## src/rtl/ssd_scan_driver.sv

```systemverilog
// ssd_scan_driver
//   Four-digit multiplexed seven-segment driver. A free-running shift-add-3
//   FSM (IDLE -> CONV x13 -> LOAD) converts a 13-bit binary word to BCD
//   every 15 cycles. Only LOAD writes the display registers, so the scan
//   never shows a half-converted number. A refresh divider steps a 2-bit
//   digit index that selects which digit's anode and segments are driven.
//
// Parameters
//   REFRESH_DIV  clk cycles per digit slot (2 .. 2^20)
//   BLANK_LZ     1: blank leading zero digits (ones digit always shown)
//
// Ports
//   clk    in   1   clock, rising edge
//   rst    in   1   synchronous, active-high reset
//   value  in  13   binary display word, sampled once per conversion (IDLE)
//   anode  out  4   active-low digit enables, [0] = ones, [3] = thousands
//   seg    out  7   active-low segments {g,f,e,d,c,b,a}
//   upd    out  1   one-cycle pulse while LOAD copies the new BCD digits
module ssd_scan_driver #(
    parameter int unsigned REFRESH_DIV = 100000,
    parameter bit          BLANK_LZ    = 1'b1
) (
    input  logic        clk,
    input  logic        rst,
    input  logic [12:0] value,
    output logic [3:0]  anode,
    output logic [6:0]  seg,
    output logic        upd
);

    localparam int unsigned    RW     = (REFRESH_DIV > 2) ? $clog2(REFRESH_DIV) : 1;
    localparam logic [RW-1:0]  R_LAST = RW'(REFRESH_DIV - 1);
    localparam logic [3:0]     N_BITS = 4'd13;

    typedef enum logic [1:0] {
        S_IDLE = 2'd0,
        S_CONV = 2'd1,
        S_LOAD = 2'd2
    } state_t;

    // ------------------------------------------------------------------
    // Conversion FSM state
    // ------------------------------------------------------------------
    state_t            r_state, w_state_nxt;
    logic [12:0]       r_bin,   w_bin_nxt;
    logic [15:0]       r_bcd,   w_bcd_nxt;
    logic [3:0]        r_cnt,   w_cnt_nxt;
    logic [3:0][3:0]   r_disp,  w_disp_nxt;
    logic              r_upd,   w_upd_nxt;

    // Add-3 correction on every nibble >= 5, then the whole {bcd, bin}
    // word shifts left one place. Bit 15 of the corrected BCD falls off;
    // for inputs up to 8191 it is always zero.
    logic [15:0]       w_adj;
    logic [28:0]       w_sh;

    always_comb begin
        for (int i = 0; i < 4; i++) begin
            w_adj[i*4 +: 4] = (r_bcd[i*4 +: 4] >= 4'd5) ? r_bcd[i*4 +: 4] + 4'd3
                                                         : r_bcd[i*4 +: 4];
        end
    end

    assign w_sh = {w_adj, r_bin} << 1;

    always_ff @(posedge clk) begin
        if (rst) begin
            r_state <= S_IDLE;
            r_bin   <= '0;
            r_bcd   <= '0;
            r_cnt   <= '0;
            r_disp  <= '0;
            r_upd   <= 1'b0;
        end else begin
            r_state <= w_state_nxt;
            r_bin   <= w_bin_nxt;
            r_bcd   <= w_bcd_nxt;
            r_cnt   <= w_cnt_nxt;
            r_disp  <= w_disp_nxt;
            r_upd   <= w_upd_nxt;
        end
    end

    always_comb begin
        w_state_nxt = r_state;
        w_bin_nxt   = r_bin;
        w_bcd_nxt   = r_bcd;
        w_cnt_nxt   = r_cnt;
        w_disp_nxt  = r_disp;
        w_upd_nxt   = 1'b0;
        case (r_state)
            S_IDLE: begin
                w_bin_nxt   = value;
                w_bcd_nxt   = '0;
                w_cnt_nxt   = '0;
                w_state_nxt = S_CONV;
            end
            S_CONV: begin
                w_bcd_nxt = w_sh[28:13];
                w_bin_nxt = w_sh[12:0];
                w_cnt_nxt = r_cnt + 4'd1;
                if (r_cnt == N_BITS - 4'd1) begin
                    w_state_nxt = S_LOAD;
                    // upd is registered, so raising it on entry makes it
                    // high for exactly the LOAD cycle.
                    w_upd_nxt   = 1'b1;
                end
            end
            S_LOAD: begin
                w_disp_nxt  = r_bcd;
                w_state_nxt = S_IDLE;
            end
            default: begin
                w_state_nxt = S_IDLE;
            end
        endcase
    end

    // ------------------------------------------------------------------
    // Refresh divider and digit index
    // ------------------------------------------------------------------
    logic [RW-1:0] r_ref;
    logic [1:0]    r_idx;

    always_ff @(posedge clk) begin
        if (rst) begin
            r_ref <= '0;
            r_idx <= '0;
        end else if (r_ref == R_LAST) begin
            r_ref <= '0;
            r_idx <= r_idx + 2'd1;
        end else begin
            r_ref <= r_ref + RW'(1);
        end
    end

    // ------------------------------------------------------------------
    // Digit select, leading-zero blanking, segment decode
    // ------------------------------------------------------------------
    function automatic logic [6:0] seg_decode(input logic [3:0] d);
        case (d)
            4'd0:    return 7'h40;
            4'd1:    return 7'h79;
            4'd2:    return 7'h24;
            4'd3:    return 7'h30;
            4'd4:    return 7'h19;
            4'd5:    return 7'h12;
            4'd6:    return 7'h02;
            4'd7:    return 7'h78;
            4'd8:    return 7'h00;
            4'd9:    return 7'h10;
            default: return 7'h7F;
        endcase
    endfunction

    logic       w_blank;
    logic [3:0] w_digit;
    logic [6:0] w_seg_nxt;
    logic [3:0] w_anode_nxt;

    // A digit is a leading zero when it and every higher digit are zero.
    // The ones digit is never blanked so zero still shows as "0".
    always_comb begin
        w_blank = 1'b0;
        if (BLANK_LZ) begin
            case (r_idx)
                2'd1:    w_blank = (r_disp[3:1] == 12'd0);
                2'd2:    w_blank = (r_disp[3:2] == 8'd0);
                2'd3:    w_blank = (r_disp[3]   == 4'd0);
                default: w_blank = 1'b0;
            endcase
        end
    end

    assign w_digit     = r_disp[r_idx];
    assign w_seg_nxt   = w_blank ? 7'h7F : seg_decode(w_digit);
    assign w_anode_nxt = ~(4'b0001 << r_idx);

    logic [3:0] r_anode;
    logic [6:0] r_seg;

    always_ff @(posedge clk) begin
        if (rst) begin
            r_anode <= 4'b1110;
            r_seg   <= 7'h40;
        end else begin
            r_anode <= w_anode_nxt;
            r_seg   <= w_seg_nxt;
        end
    end

    assign anode = r_anode;
    assign seg   = r_seg;
    assign upd   = r_upd;

endmodule

```

## config.mk

```make
export PLATFORM = sky130hd
export DESIGN_NAME = ssd_scan_driver
export DESIGN_NICKNAME = d
export VERILOG_FILES = /design/src/rtl/ssd_scan_driver.sv
export SDC_FILE = /design/constraint.sdc
export NUM_CORES = 1
export LEC_CHECK = 0
export CAP_MARGIN = 20
export CELL_PAD_IN_SITES_DETAIL_PLACEMENT = 1
export CELL_PAD_IN_SITES_GLOBAL_PLACEMENT = 1
export CORE_MARGIN = 2
export CORE_UTILIZATION = 40
export DETAILED_ROUTE_END_ITERATION = 8
export PLACE_DENSITY = 0.87
export SLEW_MARGIN = 10
export SYNTH_ARGS = -nofsm -noshare
export SYNTH_HDL_FRONTEND = slang
export SYNTH_SLANG_ARGS = --single-unit
```

## constraint.sdc

```tcl
create_clock -name clk -period 1.9 [get_ports clk]
set_clock_uncertainty 0.1 [all_clocks]
set_input_delay 0.19 -clock clk [delete_from_list [all_inputs] [get_ports clk]]
set_output_delay 0.19 -clock clk [all_outputs]
set_load 0.03 [all_outputs]
```

==> results of run 1 <==
## cell type report
type | count | area, µm² | share of cell area (%)
Timing Repair Buffer | 54 | 494.2 | 10.40
Clock buffer | 10 | 137.6 | 2.896
Sequential cell | 82 | 1648 | 34.68
Clock inverter | 6 | 112.6 | 2.370
Tap cell | 129 | 161.4 | 3.397
Multi-Input combinational cell | 330 | 2128 | 44.79
Inverter | 18 | 70.07 | 1.474
## stage by stage
stage                     power [µW]  TNS (ns)  cell area [µm²]
after global placement          1947         0             4375
after detailed placement        1954   -0.3518             4375
after floorplan                 1891         0             3870
final                           3496         0             4752
after CTS                       3528         0             4638
after global routing            3611  -0.05057             4752
## power breakdown
part           internal, µW  switching [µW]  total, µW
clock                   914             668       1580
combinational          73.3            81.6        155
sequential             1740            18.8       1760
## how the worst min path moves through the flow
stage	to
2_1_floorplan	r_bin[0]$_SDFFE_PP0P_
3_3_place_gp	r_ref[0]$_SDFF_PP0_
3_5_place_dp	r_ref[0]$_SDFF_PP0_
4_1_cts	seg[4]$_SDFF_PP0_
5_1_grt	seg[4]$_SDFF_PP0_
6_report	seg[4]$_SDFF_PP0_
## synth_stat cells, types with 2 or more instances
cell type,count,area [µm²]
o21ai_0,9,45.04
o31ai_1,2,15.01
xor2_1,10,87.58
ha_1,21,262.8
nor3_1,14,70.07
nand2b_1,11,68.82
a21oi_1,39,195.2
clkbuf_1,18,67.56
nor2_1,81,304.0
buf_2,4,20.02
nor4_1,2,12.51
nand2_1,49,183.9
inv_1,17,63.81
nand3_1,8,40.04
mux2i_1,17,170.2
a2bb2oi_1,3,26.28
nand4_1,5,31.28
a211oi_1,2,15.01
a22oi_1,13,97.59
xnor2_1,14,122.6
nor2b_1,2,12.51
mux2_2,5,56.30
nor3b_1,3,22.52
and4_1,3,26.28
dfxtp_1,82,1642
mux4_2,2,45.04
## state kept, by name, summed over array words and instances, names as in the netlist, 2 cells and up
| signal | cells |
|---|---|
| r_ref | 17 |
| r_bcd | 16 |
| r_disp | 16 |
| r_bin | 13 |
| seg | 7 |
| anode | 4 |
| r_cnt | 4 |
| r_idx | 2 |
| r_state | 2 |
## cell families (layout without fill, tap and decap cells)
| logic type | after synthesis | in the layout | synth area share (%) |
|---|---|---|---|
| AOI/OAI and AO/OA | 77 | 77 | 12.48 |
| xor gates and xnor gates | 24 | 24 | 5.433 |
| adders and majority gates | 21 | 21 | 6.792 |
| buffers and inverters | 41 | 88 | 4.204 |
| DFF | 82 | 82 | 42.43 |
| muxes | 25 | 25 | 7.697 |
| and+or+nand+nor | 183 | 183 | 20.96 |
## what timing repair did
item | in CTS | in global routing
buffers inserted | 1 | 5
setup endpoints to repair | 7 | 8
pin swaps | 1 | 8
resized for setup | 4 | 20
## per-layer routing
metal	track usage, %	share of wire, %	vias to the layer above
li1	-	-	1622
met1	21.12	41	1626
met2	35.83	53	69
met3	5.062	3.2	23
met4	7.590	2.5	0
met5	0	0	-
==> reports/metrics.yaml, run 1 <==
cts_tree: "built"
drv_slew: 0
regToRegSetupSlack_ns: 0.06
critPathLaunchType: "flop"
hpwl_mm: 6.302
clockBufferDepth: 2
cts-htree-levels: 3
dp_cells: 606
die_x_um: 102.3
synth_warnings: 0
path_depth: 7
final_cell_mix: "nor2_1 (80), dfxtp_1 (79), nand2_1 (49)"
io_buffers: 26
cts_root_buf: "clkbuf_8"
fmax_ghz: 0.5421
post-route-period-util_pct: 97.09
slowest_stage: "mux4_2"
dieHeight_um: 102.3
crit_end: "seg[2]$_SDFF_PP0_"
hp-start: "rst"
cp.required_ns: 2.08
cts.clk_slew.worst_paths_ns: 0.09
post_synth_num_cell_types: 43
fillers: 1096
slew-limit-headroom_pct: 62.02
run_status: "completed"
drt-pass1-iter-count: 4
hold_viol: 0
crit_chain: "mux4_2 > inv_2 > ha_4 > inv_1 > o21ai_1 > o31ai_1 > a21oi_1"
max_stage_delay_ns: 0.55
setup-violations-final: 0
async_reset_ff_share_pct: 0
postCtsHoldBufs: 0
layout_commonest_cell: "nor2_1"
cp-startpoint: "r_idx[0]$_SDFFE_PP0N_"
start_util_pct: 41.48
place_ws_ns: -0.1439
antenna_cells: 0
drv_cap: 0
ys_seq_area_share_pct: 42.43
ys_ff_latch: 82
cp-end-kind: "flop"
viasPerCell: 5.310
crit_type: "flop to flop"
antenna_found_initial: 0
grt_usage_pct: 19.41
reg2reg_depth: 7
synth_edf_count: 0
numCtsBuffers: 9
postRouteAntennaNets: 0
grt_remaining_overflow: 0
fin_crit_ns: 1.845
worst_slew_pin_slew_ns: 0.5685
netlist_instances: 453
cts.sinks: 82
layout-drive-gt1-share_pct: 14.80
drc: 0
first_iter_violations: 158
postSynthAreaPerCell_um2: 8.540
fin_ws_ns: 0.05521
io_pins: 27
final_core_util_pct: 50.95
synth_nets: 489
wirelength_mm: 10.01
yosys_most_used_dff: "dfxtp_1"
p_leak_uw: 0.001807
nets: 531
placementRows: 35
powerDensity_mw_per_mm2: 735.8
via_count: 3340
arrival_ns: 2.03
routedWlPerCell_um: 15.91
fin_hold_ws_ns: 0.05099
critPathBufInv: 2
area_growth_pct: 22.83
whs_path_depth: 2
crit_family: "multiplexers"
r2r_end: "seg[2]$_SDFF_PP0_"
finalNonFillerCells: 629
holdCritPathClass: "input pin to flop"
grt_max_degree: 61
synth_area_mm2: 0.003869
gp_congestion: 0.7854
ir_worst_vdd_v: 0.0004430
grt_pass1_vias: 3430
die_area_mm2: 0.01047
core_area_mm2: 0.009328
clock_latency_ns: 0.37
worst-path-max-fanout: 4
r2r_start: "r_idx[0]$_SDFFE_PP0N_"
grt_pass1_wl_mm: 15.90
No activity file was read; power rests on OpenSTA's default activity.
==> inputs of run 2 (changes only) <==
--- a/config.mk
+++ b/config.mk
@@ -12,7 +12,6 @@
 export CORE_UTILIZATION = 40
 export DETAILED_ROUTE_END_ITERATION = 8
 export PLACE_DENSITY = 0.87
-export SLEW_MARGIN = 10
 export SYNTH_ARGS = -nofsm -noshare
 export SYNTH_HDL_FRONTEND = slang
 export SYNTH_SLANG_ARGS = --single-unit
==> results of run 2 <==
The final DEF is identical to that of run 1; final timing and power are the same.
==> inputs of run 3 (changes only) <==
--- a/config.mk
+++ b/config.mk
@@ -11,7 +11,7 @@
 export CORE_MARGIN = 2
 export CORE_UTILIZATION = 40
 export DETAILED_ROUTE_END_ITERATION = 8
-export PLACE_DENSITY = 0.87
+export PLACE_DENSITY = 0.84
 export SYNTH_ARGS = -nofsm -noshare
 export SYNTH_HDL_FRONTEND = slang
 export SYNTH_SLANG_ARGS = --single-unit
==> constraint.sdc (replaced) <==
create_clock -name clk -period 2.23 [get_ports clk]
set_clock_uncertainty 0.1 [all_clocks]
set_input_delay 0.223 -clock clk [delete_from_list [all_inputs] [get_ports clk]]
set_output_delay 0.223 -clock clk [all_outputs]
set_load 0.03 [all_outputs]
==> run 3 against run 2 <==
  * Design area is 5.6% lower
  * Worst hold slack better by 0.0069 ns
  * Largest power group unchanged
  * Critical path depth stayed put
==> reports/metrics.yaml, run 3 (same netlist as run 1, synthesis figures left out) <==
cp-end-kind: "flop"
core_area_mm2: 0.009328
layout-drive-gt1-share_pct: 7.708
cts.sinks: 82
cts.repair.resized: 0
fillers: 1098
postCtsHoldBufs: 0
drv_cap: 0
setup_tns_ns: 0
p_leak_uw: 0.001682
final_cell_mix: "nor2_1 (81), dfxtp_1 (79), nand2_1 (49)"
wirelength_mm: 8.673
rsz0062_at_grt: "false"
first_iter_violations: 102
run_status: "completed"
clock_latency_ns: 0.35
drt-pass1-iter-count: 4
viasPerCell: 5.172
cts-htree-levels: 3
grt_pass1_vias: 3139
slew-limit-headroom_pct: 58.91
hold_viol: 0
ir_worst_vdd_v: 0.0003547
largest-register: "r_ref"
worst-path-max-fanout: 4
grt_usage_pct: 17.47
fin_hold_ws_ns: 0.05793
fmax_ghz: 0.4945
antenna_found_initial: 0
postLayoutCellArea_mm2: 0.004488
post-route-period-util_pct: 90.68
area_growth_pct: 16.01
holdCritPathClass: "input pin to flop"
via_count: 3150
largest_registers: "r_ref x17, r_bcd x16, r_disp x16"
critPathLaunchType: "flop"
worst_slew_pin_slew_ns: 0.6163
start_util_pct: 41.48
cts_root_buf: "clkbuf_8"
dieHeight_um: 102.3
setup-violations-final: 0
place_ws_ns: 0.1285
gp_congestion: 0.7976
antenna_cells: 0
powerDensity_mw_per_mm2: 644.0
crit_type: "flop to flop"
final_core_util_pct: 48.12
die_x_um: 102.3
nets: 511
grt_max_degree: 61
routedWlPerCell_um: 14.24
clockBufferDepth: 2
hpwl_mm: 6.058
cts.clk_slew.worst_paths_ns: 0.08
grt_remaining_overflow: 0
fin_ws_ns: 0.2078
dpl_cell_area_mm2: 0.004244
grt_pass1_wl_mm: 14.50
io_pins: 27
drv_slew: 0
placementRows: 35
postRouteAntennaNets: 0
fin_crit_ns: 2.022
largest_register_ffs: 17
io_buffers: 26
arrival_ns: 2.20
numCtsBuffers: 9
cts_tree: "built"
cp.required_ns: 2.41
post_cts_buffers: 0
die_area_mm2: 0.01047
drc: 0
layout_commonest_cell: "nor2_1"
run 3: cell count changes in the layout (fill, tap and decap cells not counted), sizes merged:
cell / previous run / this run
inv: 19 / 18
clkinvlp: 0 / 1
clkbuf: 10 / 11
clkinv: 2 / 1
buf: 29 / 9
run 3: per-stage QoR:
| step | total power [µW] | cells |
|---|---|---|
| 2_1_floorplan | 1611 | 453 |
| 3_3_place_gp | 1654 | 592 |
| 3_5_place_dp | 1661 | 592 |
| 4_1_cts | 2927 | 608 |
| 5_1_grt | 3004 | 609 |
| 6_report | 2891 | 609 |
run 3: cell type report:
cell class,instances,area (µm²),share of cell area (%)
clock buffers,11,131.4,2.927
flip-flops and latches,82,1645,36.66
repair buffers,34,315.3,7.025
multi-input cells,330,2064,46.00
well taps,129,161.4,3.596
inverters,18,67.56,1.505
clock inverters,5,102.6,2.286
run 3: critical path, stage by stage, from the launching register on:
cell     delay (ns)
dfxtp_2        0.40
mux4_1         0.65
inv_1          0.14
ha_1           0.22
inv_1          0.05
o21ai_0        0.16
o31ai_1        0.10
a21oi_1        0.14
run 3: metal layers:
metal	track usage (%)	wire length, µm	vias to the layer above
met3	4.788	257	12
met5	0	0	-
li1	-	-	1584
met4	5.128	143	0
met2	30.77	4418	43
met1	20.81	3854	1511
run 3: worst paths after layout:
| path | start | to | slack (ns) | depth (start not counted) |
|---|---|---|---|---|
| worst max-delay path | r_idx[0]$_SDFFE_PP0N_ | seg[2]$_SDFF_PP0_ | 0.21 | 7 |
| worst min-delay path | rst | seg[4]$_SDFF_PP0_ | 0.06 | 2 |
| worst max register to register | r_idx[0]$_SDFFE_PP0N_ | seg[2]$_SDFF_PP0_ | 0.21 | 7 |
| worst min register to register | r_disp[1]$_SDFFE_PP0N_ | r_disp[1]$_SDFFE_PP0N_ | 0.38 | 2 |
run 3: report_power, final:
| group | total [µW] | internal [µW] | leakage (µW) | switching [µW] |
|---|---|---|---|---|
| sequential | 1500 | 1480 | 0.000666 | 18.4 |
| clock | 1270 | 743 | 0.000114 | 523 |
| combinational | 122 | 58.5 | 0.000903 | 63.2 |
